**src/rtl/qrisc32_bus_arbiter.sv**
```systemverilog
// Shares one Avalon-style slave between instruction-read, data-read and data-write
// masters. Fixed priority DW > DR > I, with the instruction master boosted once it has waited MAX_WAIT cycles.
module qrisc32_bus_arbiter #(
    parameter int MAX_WAIT = 8
) (
    input  logic        clk,
    input  logic        reset,

    input  logic [31:0] i_addr,
    input  logic        i_rd,
    output logic [31:0] i_rdata,
    output logic        i_wait_req,

    input  logic [31:0] dr_addr,
    input  logic        dr_rd,
    output logic [31:0] dr_rdata,
    output logic        dr_wait_req,

    input  logic [31:0] dw_addr,
    input  logic [31:0] dw_data,
    input  logic        dw_wr,
    output logic        dw_wait_req,

    output logic [31:0] s_addr,
    output logic        s_rd,
    output logic        s_wr,
    output logic [31:0] s_wdata,
    input  logic [31:0] s_rdata,
    input  logic        s_wait_req,

    output logic [2:0]  grant
);
    // state | meaning
    // IDLE  | nothing granted; choose the next owner from pending requests
    // G_I   | instruction-read master owns the slave
    // G_DR  | data-read master owns the slave
    // G_DW  | data-write master owns the slave
    // The encodings are the one-hot grant vector, so grant comes straight from the state register.
    typedef enum logic [2:0] {
        IDLE = 3'b000,
        G_I  = 3'b001,
        G_DR = 3'b010,
        G_DW = 3'b100
    } state_t;

    localparam int               CNT_W   = $clog2(MAX_WAIT + 1);
    localparam logic [CNT_W-1:0] CNT_MAX = CNT_W'(MAX_WAIT);

    state_t           state;
    logic [CNT_W-1:0] starve_cnt;
    logic             granted_req;
    logic             i_done;

    always_comb begin
        granted_req = 1'b0;
        case (state)
            G_I:     granted_req = i_rd;
            G_DR:    granted_req = dr_rd;
            G_DW:    granted_req = dw_wr;
            default: granted_req = 1'b0;
        endcase
    end

    assign i_done = (state == G_I) && i_rd && !s_wait_req;

    always_ff @(posedge clk or negedge reset) begin
        if (!reset) begin
            state      <= IDLE;
            starve_cnt <= '0;
        end else begin
            case (state)
                IDLE: begin
                    if (starve_cnt == CNT_MAX && i_rd) state <= G_I;
                    else if (dw_wr)                   state <= G_DW;
                    else if (dr_rd)                   state <= G_DR;
                    else if (i_rd)                    state <= G_I;
                    else                              state <= IDLE;
                end
                // Leave on completion or when the owner withdraws its request.
                default: begin
                    if (!granted_req || !s_wait_req) state <= IDLE;
                end
            endcase

            if (!i_rd || i_done)
                starve_cnt <= '0;
            else if (state != G_I && starve_cnt != CNT_MAX)
                starve_cnt <= starve_cnt + 1'b1;
        end
    end

    assign grant = state;

    // Slave port and wait_req steering follow the owner combinationally.
    always_comb begin
        s_addr      = '0;
        s_rd        = 1'b0;
        s_wr        = 1'b0;
        s_wdata     = '0;
        i_wait_req  = 1'b1;
        dr_wait_req = 1'b1;
        dw_wait_req = 1'b1;
        case (state)
            G_I: begin
                s_addr     = i_addr;
                s_rd       = i_rd;
                i_wait_req = s_wait_req;
            end
            G_DR: begin
                s_addr      = dr_addr;
                s_rd        = dr_rd;
                dr_wait_req = s_wait_req;
            end
            G_DW: begin
                s_addr      = dw_addr;
                s_wr        = dw_wr;
                s_wdata     = dw_data;
                dw_wait_req = s_wait_req;
            end
            default: ;
        endcase
    end

    assign i_rdata  = s_rdata;
    assign dr_rdata = s_rdata;

endmodule

```
**config.mk**
```make
export PLATFORM = sky130hd
export DESIGN_NAME = qrisc32_bus_arbiter
export DESIGN_NICKNAME = d
export VERILOG_FILES = /design/src/rtl/qrisc32_bus_arbiter.sv
export SDC_FILE = /design/constraint.sdc
export NUM_CORES = 1
export LEC_CHECK = 0
export CAP_MARGIN = 20
export CORE_AREA = 10 10 109 111
export DETAILED_ROUTE_END_ITERATION = 10
export DIE_AREA = 0 0 119 121
export PLACE_DENSITY = 0.79
export SETUP_SLACK_MARGIN = 0.3
export SLEW_MARGIN = 0
export SYNTH_ARGS = -nofsm -noshare
export SYNTH_HDL_FRONTEND = slang
export SYNTH_SLANG_ARGS = --single-unit
```
**constraint.sdc**
```tcl
create_clock -name clk -period 1.9 [get_ports clk]
set_clock_uncertainty 0.05 [all_clocks]
set_input_delay 0.285 -clock clk [delete_from_list [all_inputs] [get_ports clk]]
set_output_delay 0.285 -clock clk [all_outputs]
set_load 0.03 [all_outputs]
```
==> results.md, run 1 <==
STA:
- After layout, the worst setup slack is -0.00339 ns.
- The worst-margin pin slew is between 0.3 and 0.4 ns.
- The final count of pins violating max slew is 0.
- The number of hold violations in the final report is 0.
- The count of endpoints failing setup in the final report is 1.
- Setup repair after global routing could not meet its margin everywhere.
- Dividing the final minimum period by the clock period gives 1.00.
- The total negative slack is -0.00339 ns.
- The relative slew slack is 0.770.
- The maximum frequency from static timing analysis is 525 MHz.
- The time the final worst path needs with I/O delays and setup is 1.90 ns.

Synthesis:
- The number of library cell types mapped by synthesis is 32.
- The number of flip-flops and latches in the synthesized netlist is 7.
- Of the synthesized area, sequential elements account for 0.0950.
- The synthesized netlist occupies a cell area of 1840 sq um.
- The number of nets handed over by synthesis was just over 400.
- The number of cells produced by synthesis is 246.
- The count of yosys warnings during synthesis is 0.
- The per-instance average area after synthesis is 7.50 sq um.

Route:
- The count of nets left with antenna violations once routing finished came out at 0.
- Using the TritonRoute via totals, the vias-per-cell ratio works out to 4.69.
- After detailed routing, the average wire length per cell comes to 21.1 um.
- The first TritonRoute pass finished after 4 iterations.
- In the routed design, unresolved DRC markers number 0.
- The overall routed net length is 11.2 mm.
- The first routing iteration left 55 violations.
- The routed layout has 2485 vias.

Cells and area:
- The share of cells above drive strength 1 is 0.544.
- The layout has 844 filler cells.
- The repair_antennas step left the layout with diodes totalling 0.
- The net count of the finished layout is 566.
- The area added between synthesis and finish is 176%.

Critical path:
- The required time at the endpoint of the critical path is 1.56 ns.
- The master of the slowest instance on the critical path is sky130_fd_sc_hd__dfrtp_4.
- The element type at the critical path end is an output port.
- Counting both buffers and inverters, the worst setup path holds a total of 1.
- The gate family responsible for the most delay along the worst path is simple AND/OR/NAND/NOR gates.
- The kind of start point of the critical path is a register.
- The setup path with the least slack is of type reg -> out.
- The largest fanout of any net on the critical path is 7.
- The critical path goes through or3b_1, nand2b_4, buf_4.
- The data arrival at the endpoint of the critical path is 1.57 ns.
- For this run, the slowest stage of the critical path takes 0.50 ns.

Global route:
- The initial antenna violation count is 0.
- The via count of the first global-routing pass is 2842.
- The wire length of the first global-routing pass is 16.1 mm.
- In the global route stage, overall resource usage came out at 0.137.
- The largest net degree at the start of global routing is 31.
- Summed over all layers, the global routing overflow is 0.

Clock network:
- The number of hold buffers added after CTS was 0.
- TritonCTS built the clock tree.
- The source-to-sink clock delay at the later pin of the worst-skew pair is 0.23 ns.
- The clock passes through at most 2 buffers.
- After clock tree synthesis, the clock-pin slew on the worst setup and hold paths is 0.04 ns.
- The clock net in this run drives a total of 7 sinks.
- The number of buffers created by CTS is 3.
- The cell chosen for the clock root is sky130_fd_sc_hd__clkbuf_8.
- In this run the number of H-tree levels came out at 1.

Place:
- The congestion estimate from routability-driven global placement came to about 0.8.
- The count of buffers inserted at the top-level ports is 205.
- The placed wire-length estimate is a little under 9 mm.

Die:
- In this run the count of I/O pins placed on the die edge is 302.
- For this configuration, the core starts out at a cell density of 0.191.
- The die is between 100 and 150 um wide.
- The die covers 14400 sq um.
- The overall die height is 121 um.
- The number of placement rows is 36.
- The total area inside the core boundary comes to 9640 sq um.

Power and ir drop:
- The worst-case IR drop observed on VDD is 0.000264 V.
- The leakage power summed over all cells is 1.91 nW.
- Power comes to 2.69 mW.
- In this run the power density over the cells is 529 nW/um^2.

Job:
- Across the run, the number of max-cap violations was 0.

Status:
- The final reports fail on setup timing.
- The flow ran to the end, but the final reports show violations.

Hold path:
- The min-delay analysis places its worst path in the category in -> async.
-- registers in the layout, indices dropped and copies added, names as in the netlist --
register	cells
grant	3
starve_cnt	4
-- where the power goes --
part / total [mW] / internal (mW) / switching [mW]
Sequential: 0.190 / 0.167 / 0.0229
Clock: 0.209 / 0.145 / 0.0635
Combinational: 2.29 / 1.22 / 1.07
Total: 2.69 / 1.53 / 1.16
-- worst reg2reg max path: cells and delay by family (launching register included) --
| kind | cells | cell delay (ns) |
|---|---|---|
| and+or+nand+nor | 1 | 0.35 |
| DFF | 1 | 0.50 |
| buffers and inverters | 2 | 0.33 |
| AOI/OAI and AO/OA | 2 | 0.21 |
-- what timing repair did --
item	CTS	global route
gates cloned	5	3
gates resized for setup	82	21
setup endpoints to repair	72	72
buffers inserted	10	1
pin swaps	14	13
-- layer usage --
metal / routed length [um] / vias to the layer above / track usage
li1: - / 1143 / -
met1: 4040 / 1153 / 0.141
met2: 5780 / 166 / 0.253
met3: 1180 / 23 / 0.0596
met4: 189 / 0 / 0.0313
met5: 0 / - / 0
-- final cells by class --
cell class | instances | area (sq um) | area share
Multi-Input combinational cell | 144 | 1970 | 0.388
Timing Repair Buffer | 238 | 2710 | 0.532
Clock buffer | 4 | 45.0 | 0.00885
Tap cell | 133 | 166 | 0.0327
Inverter | 4 | 15.0 | 0.00295
Sequential cell | 7 | 181 | 0.0357
-- cells in the mapped netlist (all sizes together) --
| cell | n | area [sq um] |
|---|---|---|
| o2bb2ai | 31 | 272 |
| nand3 | 2 | 10.0 |
| and4b | 1 | 10.0 |
| nand4b | 1 | 8.76 |
| a21oi | 5 | 28.8 |
| clkbuf | 9 | 33.8 |
| o21ai | 2 | 10.0 |
| nor2 | 3 | 18.8 |
| o22ai | 4 | 25.0 |
| or3b | 1 | 8.76 |
| dfrtp | 7 | 175 |
| a22oi | 31 | 233 |
| o31ai | 1 | 7.51 |
| nand3b | 1 | 7.51 |
| and3b | 1 | 8.76 |
| nand2 | 12 | 45.0 |
| and3 | 35 | 219 |
| and4bb | 1 | 12.5 |
| nor3 | 1 | 5.00 |
| and2 | 1 | 6.26 |
| a2111oi | 1 | 8.76 |
| buf | 82 | 604 |
| a221oi | 1 | 8.76 |
| ha | 2 | 25.0 |
| nor2b | 2 | 12.5 |
| inv | 4 | 15.0 |
| nand2b | 4 | 25.0 |
-- placed cells by master (no fill, tap or decap), drive strengths merged, types with 2 or more instances in the layout --
| cell type | n |
|---|---|
| and3 | 35 |
| clkbuf | 7 |
| nand3 | 2 |
| clkdlybuf4s15 | 2 |
| dfrtp | 7 |
| a22oi | 31 |
| nand2b | 4 |
| inv | 4 |
| ha | 2 |
| o2bb2ai | 31 |
| nor2 | 3 |
| nor2b | 2 |
| o22ai | 4 |
| o21ai | 2 |
| buf | 98 |
| a21oi | 5 |
| clkdlybuf4s50 | 133 |
| nand2 | 12 |
-- path summary, 6_finish.rpt --
check,start,to,slack [ns],cells past startpoint
setup / recovery,grant[2],i_wait_req,-0.003,3
hold / removal,reset,starve_cnt[0],0.28,1
setup reg to reg,grant[2],starve_cnt[3],0.38,5
hold reg to reg,starve_cnt[3],starve_cnt[3],0.54,2
max in group asynchronous,reset,grant[2],1.24,1
min in group clk,s_rdata[1],dr_rdata[1],0.52,0
-- logic make-up after synthesis --
group	after synthesis	share of synthesized area
buffers and inverters	95	0.354
AOI/OAI and AO/OA	76	0.322
and+or+nand+nor	66	0.216
DFF	7	0.0950
adders and majority gates	2	0.0136
-- through the flow --
stage	setup WS [ns]	instance area, sq um	utilization	hold slack (ns)	std cells
3_5_place_dp	0.127	4350	0.452	0.520	507
5_1_grt	-0.0709	5090	0.528	0.290	530
3_3_place_gp	0.172	4350	0.452	0.514	507
6_report	-0.00339	5090	0.528	0.280	530
4_1_cts	-0.0158	4930	0.511	0.291	526
2_1_floorplan	0.168	2780	-	-0.0606	246
No activity file was read; power rests on OpenSTA's default activity.
==> run 2: changes to the inputs <==
REMOVE_ABC_BUFFERS = 1   (was unset)
==> results.md, run 2 (same netlist as run 1, synthesis figures left out) <==
Die:
- The floorplan core area is 9640 sq um.
- The initial core utilization is 0.191.
- The total I/O pin count is 302.
- The die area is 14400 sq um.
- In this run the vertical extent of the chip is 121 um.
- The number of placement rows is 36.
- The floorplan step set the die width to ~120 um.

Cells and area:
- In the layout the commonest cells are 133 x sky130_fd_sc_hd__clkdlybuf4s50_1, 59 x sky130_fd_sc_hd__buf_6, 29 x sky130_fd_sc_hd__and3_1, 22 x sky130_fd_sc_hd__o2bb2ai_2, 19 x sky130_fd_sc_hd__a22oi_1.
- Summing all multi-input logic gate instances after layout gives 1320 sq um.
- The area taken by flip-flops and latches is 178 sq um.
- The register with the highest flop count is starve_cnt.
- The area added between synthesis and finish is 134%.
- The share of cells above drive strength 1 is 0.409.
- At the end of the flow the core is filled with cells to 0.449.
- Excluding fillers, the count of instances in the completed layout stands at approximately 520.
- After filler insertion, the fill cell instance count of the layout stands at 916.
- In the final design database the tool counted 560 nets.
- The number of antenna diodes in the final layout is 0.
- Leaving out fill and tap cells, the most frequent cell in the layout is sky130_fd_sc_hd__clkdlybuf4s50_1.
- The flip-flop count of the largest register after layout is 4.

Power and ir drop:
- The net switching power of the design is between 1 and 1.5 mW.
- The overall power consumption is 2.26 mW.
- The maximum ir drop on the vdd rail is 0.000234 V.
- The share of total power dissipated in the clock network is 0.097.
- The power per unit of standard cell area is 523 nW/um^2.
- The internal power consumption is approximately 1.3 mW.
- The leakage power summed over all cells is 1.76 nW.
- The proportion of power drawn by combinational gates is 0.821.
- The switching portion of total power is 0.447.
- The sequential power share is 0.082.

Critical path:
- The critical path goes through buf_6, nor2b_4, buf_12, buf_12, buf_16, a22oi_2, o2bb2ai_1, buf_4.
- Setup slack on the worst reg-to-reg path comes out at 0.16 ns.
- The reg-to-reg endpoint is starve_cnt[0].
- Among all stages on the critical path, the largest delay is contributed by sky130_fd_sc_hd__dfrtp_1.
- The endpoint of the most critical setup path is s_addr[27].
- The worst setup path is launched from a register.
- The worst setup path is captured at an output port.
- The largest fanout of any net on the critical path is 8.
- STA puts the critical path data arrival time at 1.69 ns.
- The setup path with the least slack is of type reg -> out.
- The required time at the endpoint of the critical path is 1.56 ns.
- The delay of the slowest critical-path stage is 0.41 ns.
- Among cell families on the critical path, the largest total delay comes from buffers and inverters.
- The most critical setup path has its startpoint at grant[1].
- By instance count, the cell type seen most on the critical path is sky130_fd_sc_hd__buf_12.
- Counting buffers and inverters, the worst setup path is 8 cells deep.
- The sum of buffers and inverters on the critical path is 5.
- The origin of the critical flop-to-flop path is grant[1].
- Counting cells, the worst reg-to-reg path comes to 7.

Place:
- In this run, placement finished with an instance count of 503.
- During placement, the flow inserted port buffers numbering just over 200.
- Prior to clock tree synthesis, the placed netlist has a worst setup slack of ~0.09 ns.
- The congestion estimate from routability-driven global placement came to 0.796.
- The placed wire-length estimate is approximately 9.6 mm.

Clock network:
- Clock tree synthesis selected as its root buffer the cell sky130_fd_sc_hd__clkbuf_8.
- The CTS sink count is 7.
- The register clock-pin slew on the reported worst setup and hold paths is roughly 0.04 ns.
- Counting along the longest clock path gives a buffer depth of 2.
- The number of buffers created by CTS is 3.
- At the later pin of the worst-skew pair, clock insertion delay measures ~0.23 ns.
- The cts-stage hold buffer count is 0.
- The CTS tree is yes.
- In this run the number of H-tree levels came out at 1.

Status:
- The run finished, with violations left.
- The final reports fail on setup timing.

Route:
- The overall routed net length is 13.7 mm.
- After detailed routing, the number of vias per cell comes to 4.97.
- The detail-routed net length per standard cell is 26.2 um.
- The post-detailed-route count of antenna-violating nets is 0.
- The number of iterations in the first detailed-routing pass is 4.
- After detailed routing, the number of remaining DRC violations is 0.
- After the first detailed-routing iteration, the DRC count stood at ~140.
- The count of vias placed by the detailed router is about 2600.

Global route:
- The largest net degree at the start of global routing is between 60 and 70.
- The leftover overflow at the end of global routing is 0.
- The via count of the first global-routing pass is between 2000 and 3000.
- The aggregate global-route resource usage is 0.159.
- The first global-routing pass estimated approximately 18 mm of wire.
- The initial antenna violation count is 0.

STA:
- The maximum frequency from static timing analysis is 493 MHz.
- The number of hold violations in the final report is 0.
- The relative slew slack is 0.753.
- Setup violations remaining at the end of the flow were counted as 39.
- At the pin with the least slew margin, the transition time is 0.370 ns.
- The time the final worst path needs with I/O delays and setup is 2.03 ns.
- Setup repair after global routing could not meet its margin everywhere.
- The final count of pins violating max slew is 0.
- The setup slack of the critical path after layout is -0.128 ns.
- In the finished design, the share of the clock period the worst path needs comes to 1.07.

Job:
- The tool flagged a number of max-cap violations equal to 0.

Hold path:
- The worst min-delay path class is in -> async.
run 2: metrics by stage:
stage / TNS (ns) / hold slack (ns) / instance area (sq um)
5_1_grt: -5.80 / 0.298 / 4320
6_report: -2.95 / 0.284 / 4320
3_3_place_gp: 0 / 0.517 / 3440
4_1_cts: -1.01 / 0.296 / 3930
2_1_floorplan: -47.56 / -0.0606 / 1210
3_5_place_dp: 0 / 0.521 / 3440
run 2: worst register-to-register path: cells and delay by family (launching register included):
kind / cells / cell delay, ns
AOI/OAI and AO/OA: 2 / 0.25
and+or+nand+nor: 1 / 0.37
DFF: 1 / 0.41
buffers and inverters: 4 / 0.53
run 2: layer usage:
metal | share of wire | global-route usage
met2 | 0.45 | 0.247
met3 | 0.15 | 0.114
met5 | 0.0044 | 0.0625
met1 | 0.39 | 0.168
met4 | 0.012 | 0.0382
run 2: cell type report:
class                      count  area share
clock buffer                   4      0.0104
sequential                     7      0.0411
multi-input combinational    144       0.306
inverter                       4     0.00347
tap                          133      0.0385
timing repair buffer         232       0.601
run 2: repair_timing:
item | CTS | global route
setup endpoints to repair | 71 | 74
pin swaps | 32 | 7
cloned | 4 | 4
resized for setup | 61 | 65
setup buffers | 6 | 3
run 2: power groups by stage:
stage                     Combinational [mW]  Clock [mW]  Sequential (mW)
after floorplan                        0.629           0            0.228
after global placement                  1.41           0            0.185
after detailed placement                1.43           0            0.186
after CTS                               1.65       0.221            0.183
after global routing                    1.94       0.236            0.187
final                                   1.86       0.220            0.185
run 2: worst min path at each step:
stage / startpoint / endpoint / slack [ns] / cells after the start
finish: reset / starve_cnt[1] / 0.28 / 1
global route: reset / grant[1] / 0.30 / 1
CTS: reset / grant[1] / 0.30 / 1
detailed placement: s_rdata[19] / i_rdata[19] / 0.52 / 0
global placement: starve_cnt[1] / starve_cnt[1] / 0.52 / 2
floorplan: reset / grant[0] / -0.06 / 0
==> run 3: changes to the inputs <==
CAP_MARGIN = 30   (was 20)
==> results of run 3 <==
Same layout as run 2: the final DEF is identical, and so are final timing and power.
